`src/rtl/range_multi.sv`:
```
// Collatz range sweeper: LANES parallel iterators compute sequence lengths for RAM_WORDS
// consecutive start values into on-chip RAM, tracking the maximum and any overflow.
module range_multi #(
    parameter int unsigned N_WIDTH       = 32,
    parameter int unsigned COUNT_BITS    = 16,
    parameter int unsigned RAM_WORDS     = 16,
    parameter int unsigned RAM_ADDR_BITS = 4,
    parameter int unsigned LANES         = 4
) (
    input  logic                     clk,
    input  logic                     reset,
    input  logic                     go,
    input  logic [N_WIDTH-1:0]       start,
    output logic                     done,
    output logic                     running,
    output logic [COUNT_BITS-1:0]    count,
    output logic [COUNT_BITS-1:0]    max_count,
    output logic [RAM_ADDR_BITS-1:0] max_index,
    output logic                     ovf
);

    localparam int unsigned LW = (LANES > 1) ? $clog2(LANES) : 1;
    localparam logic [RAM_ADDR_BITS:0] WORDS = (RAM_ADDR_BITS + 1)'(RAM_WORDS);
    localparam logic [RAM_ADDR_BITS:0] ONE_A = (RAM_ADDR_BITS + 1)'(1);
    localparam logic [COUNT_BITS-1:0]  ONE_C = COUNT_BITS'(1);

    typedef enum logic {StIdle, StRun} state_e;

    state_e                   state_q;
    logic [N_WIDTH-1:0]       base_q;
    logic [RAM_ADDR_BITS:0]   next_idx_q, next_idx_d, written_q;
    logic [LANES-1:0]         busy_q, fin_q;
    logic [N_WIDTH-1:0]       lane_n_q   [LANES];
    logic [COUNT_BITS-1:0]    lane_len_q [LANES];
    logic [RAM_ADDR_BITS-1:0] lane_idx_q [LANES];
    logic [COUNT_BITS-1:0]    mem        [RAM_WORDS];

    // Write-port arbitration: lowest finished lane wins.
    logic                     grant_v;
    logic [LW-1:0]            grant;
    logic [COUNT_BITS-1:0]    wr_len;
    logic [RAM_ADDR_BITS-1:0] wr_idx;

    always_comb begin
        grant_v = 1'b0;
        grant   = '0;
        for (int l = LANES - 1; l >= 0; l--) begin
            if (busy_q[l] && fin_q[l]) begin
                grant_v = 1'b1;
                grant   = LW'(l);
            end
        end
        wr_len = lane_len_q[grant];
        wr_idx = lane_idx_q[grant];
    end

    // Dispatch: idle lanes take consecutive indices, lowest lane first.
    logic [LANES-1:0]         disp;
    logic [RAM_ADDR_BITS-1:0] disp_idx [LANES];
    logic [N_WIDTH-1:0]       disp_n   [LANES];

    always_comb begin
        next_idx_d = next_idx_q;
        disp       = '0;
        for (int l = 0; l < LANES; l++) begin
            disp_idx[l] = next_idx_d[RAM_ADDR_BITS-1:0];
            disp_n[l]   = base_q + N_WIDTH'(next_idx_d[RAM_ADDR_BITS-1:0]);
            if (!busy_q[l] && (next_idx_d < WORDS)) begin
                disp[l]    = 1'b1;
                next_idx_d = next_idx_d + ONE_A;
            end
        end
    end

    // One Collatz step per busy lane; 3n+1 is computed two bits wider to catch overflow.
    logic [N_WIDTH-1:0]    step_n   [LANES];
    logic [COUNT_BITS-1:0] step_len [LANES];
    logic [LANES-1:0]      step_fin, step_ovf;
    logic [N_WIDTH+1:0]    n3p1;

    always_comb begin
        step_fin = '0;
        step_ovf = '0;
        n3p1     = '0;
        for (int l = 0; l < LANES; l++) begin
            step_n[l]   = lane_n_q[l];
            step_len[l] = lane_len_q[l];
            n3p1 = {2'b00, lane_n_q[l]} + {1'b0, lane_n_q[l], 1'b0} + (N_WIDTH + 2)'(1);
            if (lane_n_q[l] <= N_WIDTH'(1)) begin
                step_fin[l] = 1'b1;
            end else if (!lane_n_q[l][0]) begin
                step_n[l]   = lane_n_q[l] >> 1;
                step_len[l] = lane_len_q[l] + ONE_C;
                step_fin[l] = &step_len[l];
            end else if (n3p1[N_WIDTH+1:N_WIDTH] != 2'b00) begin
                step_ovf[l] = 1'b1;
                step_len[l] = '1;
                step_fin[l] = 1'b1;
            end else begin
                step_n[l]   = n3p1[N_WIDTH-1:0];
                step_len[l] = lane_len_q[l] + ONE_C;
                step_fin[l] = &step_len[l];
            end
        end
    end

    always_ff @(posedge clk or posedge reset) begin
        if (reset) begin
            state_q    <= StIdle;
            running    <= 1'b0;
            done       <= 1'b0;
            count      <= '0;
            max_count  <= '0;
            max_index  <= '0;
            ovf        <= 1'b0;
            base_q     <= '0;
            next_idx_q <= '0;
            written_q  <= '0;
            busy_q     <= '0;
            fin_q      <= '0;
            for (int l = 0; l < LANES; l++) begin
                lane_n_q[l]   <= '0;
                lane_len_q[l] <= '0;
                lane_idx_q[l] <= '0;
            end
        end else begin
            unique case (state_q)
                StIdle: begin
                    count <= mem[start[RAM_ADDR_BITS-1:0]];
                    if (go) begin
                        state_q    <= StRun;
                        running    <= 1'b1;
                        done       <= 1'b0;
                        max_count  <= '0;
                        max_index  <= '0;
                        ovf        <= 1'b0;
                        base_q     <= start;
                        next_idx_q <= '0;
                        written_q  <= '0;
                        busy_q     <= '0;
                        fin_q      <= '0;
                    end
                end
                StRun: begin
                    if (written_q == WORDS) begin
                        state_q <= StIdle;
                        running <= 1'b0;
                        done    <= 1'b1;
                    end else begin
                        next_idx_q <= next_idx_d;
                        for (int l = 0; l < LANES; l++) begin
                            if (grant_v && (grant == LW'(l))) begin
                                busy_q[l] <= 1'b0;
                                fin_q[l]  <= 1'b0;
                            end else if (disp[l]) begin
                                busy_q[l]     <= 1'b1;
                                lane_idx_q[l] <= disp_idx[l];
                                lane_n_q[l]   <= disp_n[l];
                                // Zero has length 0 and is ready to write at once.
                                lane_len_q[l] <= (disp_n[l] == '0) ? '0 : ONE_C;
                                fin_q[l]      <= (disp_n[l] == '0);
                            end else if (busy_q[l] && !fin_q[l]) begin
                                lane_n_q[l]   <= step_n[l];
                                lane_len_q[l] <= step_len[l];
                                fin_q[l]      <= step_fin[l];
                            end
                        end
                        if (|(step_ovf & busy_q & ~fin_q)) begin
                            ovf <= 1'b1;
                        end
                        if (grant_v) begin
                            written_q <= written_q + ONE_A;
                            if ((wr_len > max_count) ||
                                ((wr_len == max_count) && (wr_idx < max_index))) begin
                                max_count <= wr_len;
                                max_index <= wr_idx;
                            end
                        end
                    end
                end
            endcase
        end
    end

    always_ff @(posedge clk) begin
        if ((state_q == StRun) && grant_v) begin
            mem[wr_idx] <= wr_len;
        end
    end

endmodule

```
`config.mk`:
```
export PLATFORM = sky130hd
export DESIGN_NAME = range_multi
export DESIGN_NICKNAME = d
export VERILOG_FILES = /design/src/rtl/range_multi.sv
export SDC_FILE = /design/constraint.sdc
export NUM_CORES = 2
export LEC_CHECK = 0
export ABC_AREA = 1
export BUFFER_PORTS_ARGS = -buffer_cell sky130_fd_sc_hd__buf_4
export CORE_UTILIZATION = 40
export CTS_CLUSTER_DIAMETER = 30
export DETAILED_ROUTE_END_ITERATION = 10
export PLACE_DENSITY = 0.52
export SLEW_MARGIN = 0
export SYNTH_ARGS = -nofsm -noshare
export SYNTH_HDL_FRONTEND = slang
export SYNTH_SLANG_ARGS = --single-unit
```
`constraint.sdc`:
```
create_clock -name clk -period 13.13 [get_ports clk]
set_clock_uncertainty 0.05 [all_clocks]
set_input_delay 1.9695 -clock clk [delete_from_list [all_inputs] [get_ports clk]]
set_output_delay 1.9695 -clock clk [all_outputs]
set_load 0.02 [all_outputs]
```
==> flow_metrics.tcl <==
set metrics [dict create \
    dominantRegCellSynth "dfrtp_1" \
    vias 40200 \
    cp.arrival_ns 5.98 \
    grt_pass1_vias 38300 \
    path_clk_slew_ns 0.05 \
    p_per_area_mw_per_mm2 323 \
    rrSetupSlack_ns 7.73 \
    clk-insertion-delay-late_ns 0.77 \
    dp_hpwl_mm 112 \
    synth_edf_count 256 \
    antenna_found_initial 1 \
    hold_class "flop to flop" \
    core_mm2 0.103 \
    drt_pass1_iterations 6 \
    post_drt_wl_per_cell_um 20.3 \
    final_nets 6341 \
    drive_above_1_share_pct 7.49 \
    cts_resized 0 \
    grt_start_max_net_pins 144 \
    dieArea_mm2 0.106 \
    synth_area_mm2 0.0417 \
    cts_max_level 4 \
    yosysTopAreaCellShare_pct 18.4 \
    ys_async_sr_fraction_pct 53.8 \
    dp.cells 7253 \
    synth_common_cells "1756 x nand2_1, 707 x inv_1, 657 x nor2_1, 479 x nand3_1, 468 x o21ai_0" \
    r2r_start "busy_q[0]" \
    comb_power_share_pct 54.6 \
    yosysUniqueCellTypes 58 \
    place.port_buffers 73 \
    start_util_pct 40.3 \
    reg2reg_depth 32 \
    yosys.area.top_type "edfxtp_1" \
    synth.most_common_cell "nand2_1" \
    netlist_top_cells_area "edfxtp_1 18%, dfrtp_1 18%, nand2_1 16%" \
    worst_slew_margin_rel_pct 25.3 \
    period_share_pct 41.1 \
    viasPerCell 5.33 \
    final_cell_count_no_fill 7538 \
    synth_seq_cells 554 \
    gp_congestion 0.965 \
    drc 0 \
    postLayoutSetupSlackWorst_ns 7.73 \
    peakVddDrop_mv 0.140 \
    synthCells 5954 \
    clkSinkCount 554 \
    row_count 118 \
    totalWireLength_mm 153 \
    max_cap_violations 0 \
    grt_overflow 0 \
    cp-start-kind "flop" \
    clockBufferDepth 3 \
    rr_endpoint "lane_len_q[0]" \
    yosysWarnings 0 \
    grt_usage_pct 28.5 \
    crit_family "simple AND/OR/NAND/NOR gates" \
    required_ns 13.71 \
    area_growth_pct 17.3 \
    die_h_um 325 \
    p_int_mw 7.84 \
    cts_buffers 155 \
    rsz0062_at_grt "false" \
    slowest_stage "buf_4" \
    ys_seq_area_share_pct 36.3 \
    cts_setup_buffers 0 \
    drt_first_iter_violations 3668 \
    seqPwrFrac_pct 21.4 \
    min_period_ns 5.40 \
    diodes 0 \
    fmax_mhz 185 \
    status "complete, no violations" \
    holdPathEnd "lane_idx_q[10]" \
    switchingPower_mw 7.98 \
    slew_violations 0 \
    ctsHoldBuffers 0 \
    syn_area_per_cell_um2 7.01 \
    worst_pin_slew_ns 1.12 \
    postRouteAntennaNets 0 \
    ios 74 \
    finalSetupViolations 0 \
    leakage_nw 23.2 \
    die_x_um 325 \
    slowest_delay_ns 0.53 \
    dpl_worst_slack_ns 7.73 \
    synth_nets 6265 \
    hold_viol 0 \
    critical_path_class "flop to flop" \
    cts_root_buf "clkbuf_16" \
    crit_path_frequent_cell "nand2_1" \
    p_sw_share_pct 50.4 \
    endpoint_kind "flop" \
    crit_buf_inv 6 \
    pwr-share-clk_pct 24.1 \
    grt_first_pass_wirelength_mm 233 \
    cts_tree "yes" \
    finalSetupTns_ns 0 \
    crit_fanout 57 \
    min_from "lane_idx_q[10]" \
    min_path_cells 2 \
]
## worst reg2reg max path, delay by kind of cell (launching register included)
family                   cells  cell delay, ns
adder cells (fa/ha/maj)      2            0.54
XOR/XNOR                     1            0.24
AND/OR/NAND/NOR             23            2.66
buffers and inverters        6            1.33
flip-flops                   1            0.42
## cell usage in the layout (no fill, tap or decap), types with 12 or more instances in the layout
master	instances
nand3b_1	14
nor3_1	48
bufinv_16	15
nand2_1	1756
nand4_1	78
clkbuf_8	22
a21oi_1	229
dfrtp_1	298
xor2_1	121
nor2_1	641
o21ai_0	468
o22ai_1	56
o221ai_1	42
o21ai_1	21
inv_2	12
nand3_1	479
or2_2	34
nor2_2	17
clkbuf_1	25
o21bai_1	48
clkinv_2	35
a31oi_1	27
clkbuf_16	155
edfxtp_1	256
inv_1	702
buf_4	110
ha_1	268
xnor2_1	47
## flip-flops by register name, summed over array words and instances (netlist names)
register,cells
mem,256
lane_n_q,128
lane_len_q,64
base_q,32
count,16
lane_idx_q,16
max_count,16
next_idx_q,5
written_q,5
busy_q,4
fin_q,4
max_index,4
done,1
ovf,1
running,1
state_q,1
## cell type report
| class | instances | area (µm²) |
|---|---|---|
| multi-input cells | 4487 | 23100 |
| inverters | 721 | 2720 |
| well taps | 1380 | 1730 |
| fillers | 10500 | 54600 |
| clock buffers | 202 | 4280 |
| clock inverters | 83 | 1140 |
| flip-flops and latches | 554 | 15100 |
| repair buffers | 111 | 846 |
## per-stage QoR
step	area (µm²)	util, %	hold slack (ns)	power [mW]
6_report	48900	47.3	0.442	15.8
5_1_grt	48900	47.3	0.460	17.0
4_1_cts	48900	47.3	0.447	15.8
3_5_place_dp	43500	42.1	0.435	11.9
3_3_place_gp	43500	42.1	0.427	11.9
2_1_floorplan	41700	-	0.396	9.11
## kinds of logic after synthesis
| family | synth area share (%) |
|---|---|
| AOI/OAI and AO/OA | 12.3 |
| xor gates and xnor gates | 3.53 |
| adders and majority gates | 8.42 |
| buffers and inverters | 8.52 |
| DFF | 36.3 |
| and+or+nand+nor | 31.0 |
## power groups by stage
stage          clock network, mW  logic [mW]  registers (mW)
6_report                    3.81        8.63            3.38
5_1_grt                     3.95        9.65            3.44
4_1_cts                     3.85        8.55            3.36
3_5_place_dp                   0        8.50            3.38
3_3_place_gp                   0        8.48            3.38
2_1_floorplan                  0        6.02            3.09
## worst max path at each step
stage          slack, ns             to  startpoint  cells after the start
3_3_place_gp        7.85  max_count[15]          go                     11
4_1_cts             7.73  lane_len_q[0]   busy_q[0]                     29
6_report            7.73  lane_len_q[0]   busy_q[0]                     32
5_1_grt             7.14  lane_len_q[0]   busy_q[0]                     34
3_5_place_dp        7.73   max_count[5]          go                     11
2_1_floorplan       2.88      base_q[0]       reset                      1
## metal layers
metal	vias to the layer above	share of wire (%)	global-route usage (%)
li1	19700	-	-
met4	0	2.9	9.25
met2	1175	44	43.4
met5	-	0	0
met3	219	5.3	3.85
met1	19100	48	41.6
Power figures use the tool's default switching activity.
